<file path="config.mk">
export PLATFORM = sky130hd
export DESIGN_NAME = division_controller
export DESIGN_NICKNAME = d
export VERILOG_FILES = /design/src/rtl/division_pkg.sv /design/src/rtl/division_iter_counter.sv /design/src/rtl/division_controller.sv
export SDC_FILE = /design/constraint.sdc
export NUM_CORES = 1
export LEC_CHECK = 0
export ABC_AREA = 1
export BUFFER_PORTS_ARGS = -buffer_cell sky130_fd_sc_hd__buf_2
export CAP_MARGIN = 20
export CORE_MARGIN = 2
export CORE_UTILIZATION = 45
export DETAILED_ROUTE_END_ITERATION = 16
export PLACE_DENSITY_LB_ADDON = 0.12
export SKIP_CTS_REPAIR_TIMING = 1
export SLEW_MARGIN = 5
export SYNTH_ARGS = -nofsm -noshare
export SYNTH_HDL_FRONTEND = slang
export SYNTH_SLANG_ARGS = --single-unit
</file>
<file path="constraint.sdc">
create_clock -name clk -period 2.3 [get_ports clk]
set_input_delay 0.46 -clock clk [delete_from_list [all_inputs] [get_ports clk]]
set_output_delay 0.46 -clock clk [all_outputs]
set_load 0.1 [all_outputs]
</file>
<file path="src/rtl/division_pkg.sv">
// Shared types and defaults for the restoring-division sequencer.
// The datapath strobes are decoded directly from div_state_t.
package division_pkg;

   localparam int DIV_WIDTH = 4;

   typedef enum logic [2:0] {
      IDLE,
      LOAD,
      SHIFT,
      SUB,
      DONE,
      ERROR
   } div_state_t;

endpackage

</file>
<file path="src/rtl/division_iter_counter.sv">
// Iteration counter for the shift/subtract loop: clears on load and counts
// sub strobes, saturating at WIDTH so it can never wrap.
module division_iter_counter #(
   parameter int WIDTH = 4
) (
   input  logic clk,
   input  logic reset_n,
   input  logic clear,
   input  logic incr,
   output logic last_iter
);

   localparam int CW = $clog2(WIDTH + 1);

   logic [CW-1:0] count;
   logic          at_limit;

   assign at_limit = (count == CW'(WIDTH));

   // last_iter flags the increment that brings the count to exactly WIDTH,
   // so the FSM can leave SUB on that same edge.
   assign last_iter = incr && (count == CW'(WIDTH - 1));

   always_ff @(posedge clk) begin
      if (!reset_n) begin
         count <= '0;
      end else if (clear) begin
         count <= '0;
      end else if (incr && !at_limit) begin
         count <= count + 1'b1;
      end
   end

endmodule

</file>
<file path="src/rtl/division_controller.sv">
// Sequencing front-end for the restoring divider: accepts operands, runs WIDTH
// shift/sub iterations, traps divide-by-zero and holds done until acknowledged.
module division_controller
   import division_pkg::*;
#(
   parameter int WIDTH = DIV_WIDTH
) (
   input  logic             clk,
   input  logic             reset_n,
   input  logic             start_valid,
   output logic             start_ready,
   input  logic [WIDTH-1:0] dividend_in,
   input  logic [WIDTH-1:0] divisor_in,
   output logic [WIDTH-1:0] dividend,
   output logic [WIDTH-1:0] divisor,
   output logic             load,
   output logic             shift,
   output logic             sub,
   output logic             busy,
   output logic             done,
   output logic             div_by_zero,
   input  logic             result_ack
);

   div_state_t state;
   div_state_t state_next;
   logic       accept;
   logic       last_iter;

   assign accept = start_valid && start_ready;

   always_ff @(posedge clk) begin
      if (!reset_n) begin
         state <= IDLE;
      end else begin
         state <= state_next;
      end
   end

   // A zero divisor is detected on the incoming operand so the datapath is never loaded.
   always_comb begin
      state_next = state;
      case (state)
         IDLE: begin
            if (accept) begin
               state_next = (divisor_in == '0) ? ERROR : LOAD;
            end
         end
         LOAD:  state_next = SHIFT;
         SHIFT: state_next = SUB;
         SUB:   state_next = last_iter ? DONE : SHIFT;
         DONE, ERROR: begin
            if (result_ack) begin
               state_next = IDLE;
            end
         end
         default: state_next = IDLE;
      endcase
   end

   always_comb begin
      start_ready = 1'b0;
      load        = 1'b0;
      shift       = 1'b0;
      sub         = 1'b0;
      done        = 1'b0;
      div_by_zero = 1'b0;
      busy        = (state != IDLE);
      case (state)
         IDLE:  start_ready = 1'b1;
         LOAD:  load        = 1'b1;
         SHIFT: shift       = 1'b1;
         SUB:   sub         = 1'b1;
         DONE:  done        = 1'b1;
         ERROR: begin
            done        = 1'b1;
            div_by_zero = 1'b1;
         end
         default: ;
      endcase
   end

   always_ff @(posedge clk) begin
      if (!reset_n) begin
         dividend <= '0;
         divisor  <= '0;
      end else if (accept) begin
         dividend <= dividend_in;
         divisor  <= divisor_in;
      end
   end

   division_iter_counter #(
      .WIDTH(WIDTH)
   ) u_iter_counter (
      .clk      (clk),
      .reset_n  (reset_n),
      .clear    (load),
      .incr     (sub),
      .last_iter(last_iter)
   );

endmodule

</file>
==> impl_metrics.yaml, run 1 <==
layout:
  diodes: 0
  nFillCells: 159
  regArea_um2: 280
  final_nets: 140
  design_area_um2: 878
  multi_input_area_um2: 363
  final_layout_size_suffix_gt1_frac: 0.347
  area_growth_syn_to_layout_pct: 27.2
clock_network:
  clk_pin_slew_ps: 90
  cts_made_buffers: 3
  clockRootBuffer: "clkbuf_4"
  clk_path_buf_depth: 2
  cts_max_level: 1
  clkLatencyLatePin_ps: 280
  clock-sinks: 14
  cts_tree: "built"
floorplan:
  ioPinCount: 27
  die_w_um: 43.2
  die_area_mm2: 0.00186
  rows: 14
  core_area_mm2: 0.00147
  start_util: 0.469
  die_h_um: 43.2
placed_design:
  dpl.hpwl_um: 1060
  port-buffer-count: 26
  placed_area_um2: 842
  gp_congestion: 0.763
worst_setup_path:
  slowest_stage: "dfxtp_1"
  arrival_ps: 1440
  cp-startpoint: "state[1]"
  endpoint_kind: "output pin"
  cp_top_family: "flip-flops"
  crit_buf_inv: 1
  start_kind: "flop"
  cpPeakStageDelay_ps: 460
  cp.required_ps: 1840
  cp_max_fo: 6
  r2r-start: "u_iter_counter.count[0]"
  path_cells: "nand2_2 > nor2_4 > buf_2"
  crit_type: "reg2out"
global_routing:
  antenna_found_initial: 0
  grt_use_met3: 0.0255
  track_usage: 0.167
  grt_max_degree: 13
  grt_most_used_layer: "met2"
  use_met2: 0.245
  gr-total-overflow: 0
  first_global_vias: 565
  grt_pass1_wl_um: 2330
  grtUsageMet1: 0.226
timing:
  fin_crit_sh: 0.827
  rsz0062_at_grt: "no"
  maxSlewViolCount: 0
  min_period_ps: 1900
  worstMarginPinSlew_ps: 487
  fmax_mhz: 526
  hold_viol: 0
  setup_viol: 0
  relSlewSlack: 0.678
  fin_worst_skew_ps: 4.06
  tns_ps: 0
yosys:
  synth_cell_type_count: 18
  synth_seq_area_share: 0.406
  synth_area_leaders: "dfxtp_1 41%, nor2_1 14%, nand2_1 6.0%"
  synthArstFlopShare: 0
  synth_fa_ha_area_frac: 0.0543
  yosys_register_bits: 14
  synth_top_family_by_area: "simple AND/OR/NAND/NOR gates"
  synth_top_cell_by_area: "dfxtp_1"
  syn-num-nets: 110
  syn_area_per_cell_um2: 7.27
  synthMuxAreaShare: 0
  synth_cells: 95
  synthSimpleGateAreaFrac: 0.361
  synth-compound-area-share: 0.103
  netlist.area_leader.share: 0.406
  synth_edf_count: 0
  synth_xor_area_frac: 0
  synth_ff_type: "dfxtp_1"
  synth_common_cells: "25 x nor2_1, 14 x dfxtp_1, 11 x nand2_1"
  synth_most_common_cell: "nor2_1"
  synth_warnings: 0
  syn-cell-area_um2: 691
detailed_routing:
  drc: 0
  drt_iter0_markers: 9
  firstDrtPassIters: 4
  via_per_inst: 4.72
  routedWlPerCell_um: 9.45
  vias: 661
  wl_um: 1320
  drtAntennaViolNets: 0
hold_path:
  min_from: "dividend_in[2]"
  hold_path_class: "in2reg"
flow_run:
  cap_violations: 0
status:
  status: "complete, no violations"
## tightest hold or removal path, delay by kind of cell
kind / cells / cell delay, ps
buffers and inverters: 1 / 70
AND/OR/NAND/NOR: 2 / 110
## stage by stage
| step | utilization | worst slack, ps | hold WS (ps) | instances |
|---|---|---|---|---|
| after floorplan | - | 16.0 | 456 | 95 |
| after global placement | 0.572 | 704 | 475 | 136 |
| after detailed placement | 0.572 | 690 | 481 | 136 |
| after CTS | 0.597 | 369 | 398 | 140 |
| after global routing | 0.597 | 302 | 416 | 140 |
| final | 0.597 | 398 | 406 | 140 |
## flip-flops by register name, summed over array words and instances (netlist names)
name                  cells
divisor                   4
u_iter_counter.count      3
state                     3
dividend                  4
## cells by family (layout without fill, tap and decap cells)
group | Yosys count | in the layout
buffers and inverters | 14 | 43
and+or+nand+nor | 51 | 51
adders and majority gates | 3 | 3
DFF | 14 | 14
AOI/OAI and AO/OA | 13 | 13
## worst paths after layout
| check | end | slack (ps) | depth (start not counted) |
|---|---|---|---|
| worst min register to register | u_iter_counter.count[1] | 490 | 2 |
| worst min-delay path | dividend[2] | 410 | 3 |
| worst max register to register | state[2] | 1140 | 6 |
| worst max-delay path | sub | 400 | 3 |
## final cells by class
class                      instances  area share
multi-input combinational         67       0.413
sequential                        14       0.319
timing repair buffer              26       0.148
inverter                          13      0.0556
clock buffer                       4      0.0413
tap                               16      0.0228
## placed cells by master, fill, tap and decap left out
cell type / synthesis / routed
inv_2: 3 / 3
dfxtp_1: 14 / 14
nand2_4: 2 / 2
nor2_4: 3 / 3
a21oi_2: 1 / 1
nand3_1: 5 / 5
nand2_1: 11 / 11
a21oi_1: 3 / 3
buf_2: 0 / 26
o21ai_0: 8 / 8
nor3_1: 2 / 1
nor3_2: 1 / 2
inv_1: 10 / 10
ha_1: 3 / 3
clkbuf_8: 0 / 1
nor2_1: 25 / 25
clkbuf_4: 0 / 3
a21boi_1: 1 / 1
nor2_2: 1 / 1
nand2_2: 1 / 1
## per-layer routing
layer,vias up,wire (µm),part of all wire
met2,18,608,0.46
li1,356,-,-
met3,2,62,0.047
met1,285,637,0.48
met5,-,0,0
met4,0,15,0.011
Power of run 1 is left out: the tool's default activity adds up to more than one toggle a clock period on the data nets, which glitch-free logic cannot reach.
==> run 2: changes to the inputs <==
--- a/config.mk
+++ b/config.mk
@@ -9,7 +9,7 @@
 export BUFFER_PORTS_ARGS = -buffer_cell sky130_fd_sc_hd__buf_2
 export CAP_MARGIN = 20
 export CORE_MARGIN = 2
-export CORE_UTILIZATION = 45
+export CORE_UTILIZATION = 41
 export DETAILED_ROUTE_END_ITERATION = 16
 export PLACE_DENSITY_LB_ADDON = 0.12
 export SKIP_CTS_REPAIR_TIMING = 1
==> constraint.sdc (replaced) <==
create_clock -name clk -period 1.6 [get_ports clk]
set_input_delay 0.32 -clock clk [delete_from_list [all_inputs] [get_ports clk]]
set_output_delay 0.32 -clock clk [all_outputs]
set_load 0.1 [all_outputs]
==> run 2 against run 1 <==
  * Sequential share of layout area is 3.6 points lower
  * First-iteration DRC count is 56% lower
  * Setup slack worse by 310 ps
  * Critical path depth is 1 higher
  * Final cell count stayed put
  * Final area is 14% higher
  * Non-clock buffer count stayed put
  * Register-to-register slack worse by 740 ps
  * Clock skew is 2.6 ps lower
  * Global-route usage is 2.2 points lower
  * Routed wire length is 2.6% lower
  * Highest routed layer unchanged
==> impl_metrics.yaml, run 2 (synthesis gave the netlist of run 1 again) <==
timing:
  min_period_ps: 1510
  relSlewSlack: 0.676
  setup_viol: 0
  tns_ps: 0
  finalWorstSetupSlack_ps: 91.0
  hold_viol: 0
  fin_worst_skew_ps: 1.42
  worstMarginPinSlew_ps: 490
  maxSlewViolCount: 0
  fin_crit_sh: 0.943
  fmax_mhz: 663
  rsz0062_at_grt: "no"
clock_network:
  clockRootBuffer: "clkbuf_4"
  cts_made_buffers: 3
  cts_tree: "built"
  clk_pin_slew_ps: 80
  cts_max_level: 1
  clkLatencyLatePin_ps: 270
  clk_path_buf_depth: 2
  clock-sinks: 14
floorplan:
  ioPinCount: 27
  die_w_um: 45.0
  rows: 14
  start_util: 0.448
  core_area_mm2: 0.00154
  die_h_um: 45.0
  die_area_mm2: 0.00203
worst_setup_path:
  cp_max_fo: 4
  r2r_setup_slack_ps: 400
  start_kind: "flop"
  endpoint_kind: "output pin"
  crit_type: "reg2out"
  cp.required_ps: 1280
  arrival_ps: 1190
global_routing:
  gr-total-overflow: 0
  grt_max_degree: 13
  grt_pass1_wl_um: 2170
  first_global_vias: 588
  antenna_found_initial: 0
  track_usage: 0.145
layout:
  area_growth_syn_to_layout_pct: 45.3
  final_common_cell: "nor2_1"
  diodes: 0
  finalNonFillerCells: 140
  final_nets: 140
  mostFrequentLayoutCells: "24 x nor2_1, 19 x buf_2, 11 x nand2_1, 11 x dfxtp_1, 10 x inv_1"
  final_layout_size_suffix_gt1_frac: 0.379
  reg_top3: "dividend (4), divisor (4)"
  fin_util: 0.651
detailed_routing:
  wl_um: 1290
  vias: 661
  drt_iter0_markers: 4
  routedWlPerCell_um: 9.21
  drc: 0
  drtAntennaViolNets: 0
  firstDrtPassIters: 4
  via_per_inst: 4.72
placed_design:
  placed_cells: 136
  dpl.hpwl_um: 1080
  gp_congestion: 0.785
  port-buffer-count: 26
  dpl_worst_slack_ps: 302
hold_path:
  hold_path_class: "in2reg"
flow_run:
  cap_violations: 0
status:
  status: "complete, no violations"
run 2: through the flow:
step	hold slack, ps	instance area (µm²)
after floorplan	455	709
after global placement	477	961
after detailed placement	484	961
after CTS	269	997
after global routing	273	1000
final	271	1000
run 2: final cells by class:
class / instances / area [µm²]
inverter: 13 / 51.3
tap: 16 / 20.0
fill: 134 / 538
multi-input combinational: 67 / 377
clock buffer: 4 / 36.3
timing repair buffer: 26 / 235
sequential: 14 / 284
run 2: path summary, 6_finish.rpt:
| check | startpoint | end | cells after the start |
|---|---|---|---|
| setup / recovery | state[2] | shift | 4 |
| hold / removal | dividend_in[0] | dividend[0] | 3 |
| setup reg to reg | u_iter_counter.count[0] | state[2] | 6 |
| hold reg to reg | u_iter_counter.count[1] | u_iter_counter.count[1] | 2 |
run 2: worst max-delay path, stage by stage (launching register included):
cell and delay (ps):
dfxtp_2 360, inv_2 120, nand2_1 120, nor2_4 140
buf_12 180
run 2: layer usage:
metal | wire length [µm] | track usage
met5 | 0 | 0
met4 | 9 | 0.0706
met3 | 64 | 0.0280
met2 | 599 | 0.234
met1 | 616 | 0.185
Power of run 2 is left out for the same reason.
